--- config.mk ---
export PLATFORM = sky130hd
export DESIGN_NAME = pipe_stage_reg
export DESIGN_NICKNAME = d
export VERILOG_FILES = /design/src/rtl/pipe_stage_reg_pkg.sv /design/src/rtl/sat_counter.sv /design/src/rtl/pipe_stage_reg.sv
export SDC_FILE = /design/constraint.sdc
export NUM_CORES = 1
export LEC_CHECK = 0
export ABC_CLOCK_PERIOD_IN_PS = 2500
export BUFFER_PORTS_ARGS = -buffer_cell sky130_fd_sc_hd__buf_2
export CAP_MARGIN = 20
export CORE_ASPECT_RATIO = 0.6
export CORE_MARGIN = 10
export CORE_UTILIZATION = 45
export DETAILED_ROUTE_END_ITERATION = 16
export HOLD_SLACK_MARGIN = 0.1
export PLACE_DENSITY_LB_ADDON = 0.15
export SKIP_CTS_REPAIR_TIMING = 1
export SYNTH_ARGS = -nofsm -noshare
export SYNTH_HDL_FRONTEND = slang
export SYNTH_SLANG_ARGS = --single-unit
export TNS_END_PERCENT = 10
--- constraint.sdc ---
create_clock -name clk -period 2.5 [get_ports clk]
set_clock_uncertainty 0.15 [all_clocks]
set_input_delay 0.125 -clock clk [delete_from_list [all_inputs] [get_ports clk]]
set_output_delay 0.125 -clock clk [all_outputs]
set_load 0.02 [all_outputs]
--- src/rtl/pipe_stage_reg_pkg.sv ---
// Shared encodings for the pipe_stage_reg pipeline stage: FSM state values
// (which double as the occupancy count) and the all-zero bubble payload.
package pipe_stage_reg_pkg;

  typedef enum logic [1:0] {
    EMPTY = 2'd0,
    ONE   = 2'd1,
    TWO   = 2'd2
  } state_e;

  localparam int MAX_DATA_W = 1024;
  localparam logic [MAX_DATA_W-1:0] ZERO_PAYLOAD = '0;

endpackage

--- src/rtl/sat_counter.sv ---
// Saturating up-counter: counts cycles with inc=1, sticks at all-ones,
// returns to zero on clear or synchronous active-low reset.
module sat_counter #(
  parameter int CNT_W = 16
) (
  input  logic             clk,
  input  logic             rst,
  input  logic             inc,
  input  logic             clear,
  output logic [CNT_W-1:0] count
);

  logic [CNT_W-1:0] count_q, count_d;

  always_comb begin
    // NOTE: assign a default to every always_comb output first; a path that skips it infers a latch.
    count_d = count_q;
    if (clear) begin
      count_d = '0;
    end else if (inc && (count_q != '1)) begin
      count_d = count_q + CNT_W'(1);
    end
  end

  always_ff @(posedge clk) begin
    // NOTE: sequential state uses <= so every register samples pre-edge values regardless of block order.
    if (!rst) begin
      count_q <= '0;
    end else begin
      count_q <= count_d;
    end
  end

  assign count = count_q;

endmodule

--- src/rtl/pipe_stage_reg.sv ---
// Valid/ready pipeline stage with optional skid entry (build with PIPE_STAGE_SKID_EN
// for the two-entry version with a registered in_ready), flush and a stall counter.
module pipe_stage_reg
  import pipe_stage_reg_pkg::*;
#(
  parameter int DATA_W = 128,
  parameter int CNT_W  = 16
) (
  input  logic              clk,
  input  logic              rst,
  input  logic              flush,
  input  logic              in_valid,
  output logic              in_ready,
  input  logic [DATA_W-1:0] in_data,
  output logic              out_valid,
  input  logic              out_ready,
  output logic [DATA_W-1:0] out_data,
  output logic [1:0]        occupancy,
  output logic [CNT_W-1:0]  stall_cnt
);

  localparam logic [DATA_W-1:0] ZERO_DATA = DATA_W'(ZERO_PAYLOAD);

  state_e            state_q, state_d;
  logic [DATA_W-1:0] main_q, main_d;
  logic              ready_q, ready_d;
  logic              push, pop;

  assign out_valid = (state_q != EMPTY);
  assign out_data  = main_q;
  assign occupancy = state_q;
  assign push      = in_valid & in_ready;
  assign pop       = out_valid & out_ready;

`ifdef PIPE_STAGE_SKID_EN
  logic [DATA_W-1:0] skid_q, skid_d;

  assign in_ready = ready_q;

  always_comb begin
    state_d = state_q;
    main_d  = main_q;
    skid_d  = skid_q;
    case (state_q)
      EMPTY: begin
        if (push) begin
          state_d = ONE;
          main_d  = in_data;
        end
      end
      ONE: begin
        if (push && !pop) begin
          state_d = TWO;
          skid_d  = in_data;
        end else if (pop && !push) begin
          state_d = EMPTY;
          main_d  = ZERO_DATA;
        end else if (push && pop) begin
          main_d = in_data;
        end
      end
      TWO: begin
        if (pop) begin
          state_d = ONE;
          main_d  = skid_q;
          skid_d  = ZERO_DATA;
        end
      end
      default: begin
        state_d = EMPTY;
        main_d  = ZERO_DATA;
        skid_d  = ZERO_DATA;
      end
    endcase
    if (flush) begin
      state_d = EMPTY;
      main_d  = ZERO_DATA;
      skid_d  = ZERO_DATA;
    end
    // Registered ready looks at the next state, so it never depends on out_ready this cycle.
    ready_d = (state_d != TWO);
  end

  always_ff @(posedge clk) begin
    if (!rst) begin
      skid_q <= ZERO_DATA;
    end else begin
      skid_q <= skid_d;
    end
  end
`else
  // Single entry: accept when empty or when the held payload leaves this cycle.
  assign in_ready = ready_q & (~out_valid | out_ready);

  always_comb begin
    state_d = state_q;
    main_d  = main_q;
    case (state_q)
      EMPTY: begin
        if (push) begin
          state_d = ONE;
          main_d  = in_data;
        end
      end
      default: begin
        if (push) begin
          state_d = ONE;
          main_d  = in_data;
        end else if (pop) begin
          state_d = EMPTY;
          main_d  = ZERO_DATA;
        end
      end
    endcase
    if (flush) begin
      state_d = EMPTY;
      main_d  = ZERO_DATA;
    end
    ready_d = 1'b1;
  end
`endif

  always_ff @(posedge clk) begin
    if (!rst) begin
      state_q <= EMPTY;
      // NOTE: the payload register is reset on purpose: an empty stage must present an all-zero bubble.
      main_q  <= ZERO_DATA;
      ready_q <= 1'b0;
    end else begin
      state_q <= state_d;
      main_q  <= main_d;
      ready_q <= ready_d;
    end
  end

  sat_counter #(
    .CNT_W(CNT_W)
  ) u_stall_cnt (
    .clk   (clk),
    .rst   (rst),
    .inc   (out_valid & ~out_ready),
    .clear (1'b0),
    .count (stall_cnt)
  );

endmodule

==> flow_summary.ini <==
[outcome]
outcome = completed

[timing]
rsz0062_at_grt = no
period_share_pct = 79.1
hold_viol = 0
setup_tns_ps = 0
max_slew_margin_pct = 57.1
fmax_mhz = 506
setup_viol = 0
tightest_slew_ps = 644
slew_viol_final = 0
period_needed_ps = 1980

[grt]
grt_overflow = 0
grt_max_degree = 84
grt.total_usage_pct = 19.8
grt_pass1_vias = 4916
grt_antenna_before_repair = 2
grt_pass1_wl_um = 25700

[synthesis]
synthCells = 531
synth_warnings = 0
synth_nets = 665
synth-seq-area-share_pct = 56.9
synth.top_cells.by_area = dfxtp_1, a22oi_1, nor2_1, buf_2, clkbuf_1
syn_area_sq_um = 5140
synth-edff-count = 0
yosys.cell_types.count = 40
synth.avg_cell_area_sq_um = 9.68
yosysTopAreaCellShare_pct = 56.9
async_reset_ff_share_pct = 0
post-synth-top-area-cell = dfxtp_1
synth_seq_cells = 146
synth-main-ff-cell = dfxtp_1

[layout]
nNetsFinal = 1055
final_cell_area_sq_um = 8500
multi_input_area_sq_um = 2020
area.growth.synth_to_final_pct = 65.3
drive_gt1_share_pct = 34.8
final-seq-area_sq_um = 2920
nFillCells = 746

[detailed_routing]
via_per_inst = 5.41
vias = 5848
firstDrtPassIters = 5
m1WireLength_um = 7980
drt-wirelength-per-cell_um = 19.3
wl_met3_um = 2180
wirelength_um = 20800
drt-initial-drc-count = 385
maxUsedRoutingLayer = met4
wl_met2_um = 10200
drtAntennaViolNets = 0
drc = 0

[power_and_ir_drop]
pwr-share-clk_pct = 44.8
p_per_area_nw_per_um2 = 649
cellLeakagePower_nw = 3.89
swShare_pct = 23.9
max-vdd-ir-drop_v = 0.000523
combPwrFrac_pct = 11.7
total_power_mw = 5.52
power_switching_mw = 1.32
power.internal_mw = 4.20
pwr-share-seq_pct = 43.5

[die]
rows = 30
start_util_pct = 45.8
dieArea_sq_um = 16200
io_pins = 281
fp.dieW_um = 158
core_sq_um = 11200
die_h_um = 103

[clock_network]
numCtsBuffers = 17
cts_tree = done
clock-sinks = 146
ctsLongestPathBuffers = 2
cts.clk_slew.worst_paths_ps = 70
h-tree-depth = 4
insertion_delay_ps = 400
cts-root-buf = clkbuf_16

[setup_path]
path_max_fanout = 50
required_ps = 2670
worstSetupPathType = reg -> reg
cp-end-kind = register
regToRegSetupSlack_ps = 520
start_kind = register
crit_arrival_ps = 2150

[min_path]
hold_path_class = in -> reg

[run]
maxCapViolCount = 0

[placement]
placed_area_sq_um = 6610
numPortBuffers = 279
hpwlAfterDp_um = 12800
gp_congestion = 0.836
## per-stage QoR
| stage | util [%] | std cells | setup slack [ps] | hold WS [ps] |
|---|---|---|---|---|
| 2_1_floorplan | - | 531 | 773 | 2.72 |
| 4_1_cts | 64.1 | 948 | 632 | -194 |
| 3_5_place_dp | 58.9 | 916 | 647 | 232 |
| 3_3_place_gp | 58.9 | 916 | 714 | 221 |
| 5_1_grt | 75.7 | 1080 | 361 | 193 |
| 6_report | 75.7 | 1080 | 522 | 157 |
## registers in the layout, indices dropped and copies added (netlist names)
register / count
occupancy: 1
u_stall_cnt.count: 16
ready_q: 1
out_data: 128
## metal layers
layer | vias to the layer above | global-route usage, %
met5 | - | 0
met3 | 33 | 9.29
met4 | 0 | 6.52
met2 | 337 | 32.5
met1 | 2771 | 22.4
li1 | 2707 | -
## worst max-delay path, cell delays in order (launching register included)
cell      delay (ps)
dfxtp_1          430
nand2b_1         240
a31oi_4          260
buf_4            470
a22oi_1          150
nor2_1           190
## path summary, 6_finish.rpt
kind / from / cells past startpoint / endpoint
setup / recovery: occupancy[0] / 5 / out_data[108]
hold / removal: out_ready / 3 / occupancy[0]
setup reg to reg: occupancy[0] / 5 / out_data[108]
hold reg to reg: out_data[63] / 2 / out_data[63]
## Yosys cell counts, drive strengths merged (2+ instances only)
cell	n
and4b	2
a211oi	2
o31ai	3
or3	3
a22oi	128
o21ai	5
and3	6
a21oi	5
nand2b	2
dfxtp	146
o211ai	2
clkbuf	15
buf	30
o211a	2
nor3	5
nand3	6
and2	4
nand4	4
nand2	7
a31oi	5
nor4	2
nor2	131
a31o	2
inv	3
## power groups by stage
stage                     clock network, mW  registers, mW  logic, mW
after floorplan                           0           2.50      0.207
after global placement                    0           2.45      0.452
after detailed placement                  0           2.45      0.462
after CTS                              2.52           2.40      0.463
after global routing                   2.62           2.40      0.690
final                                  2.47           2.40      0.643
## layout make-up
type | instances | area share [%]
clock inverters | 11 | 1.53
flip-flops and latches | 146 | 34.4
inverters | 4 | 0.177
clock buffers | 21 | 5.30
diodes | 2 | 0.0589
repair buffers | 416 | 32.7
well taps | 144 | 2.12
multi-input cells | 336 | 23.8
## kinds of logic after synthesis
logic type | count (synthesis) | share of synthesized area (%)
adders and majority gates | 1 | 0.243
buffers and inverters | 49 | 4.40
and+or+nand+nor | 177 | 15.9
other | 1 | 0.0729
AOI/OAI and AO/OA | 157 | 22.5
DFF | 146 | 56.9
## layout by cell type, fill, tap and decap left out, types with 4 or more instances in the layout
cell           count
a21oi_1            5
a22oi_1          128
a31oi_1            4
and2_1             4
and3_1             4
buf_2            279
buf_4              5
clkbuf_16         17
clkinvlp_4         4
dfxtp_1          146
dlygate4sd3_1    130
nand2_1            7
nand3_1            6
nor2_1           131
nor3_1             4
Note: power is estimated with default switching activity, not from simulation.
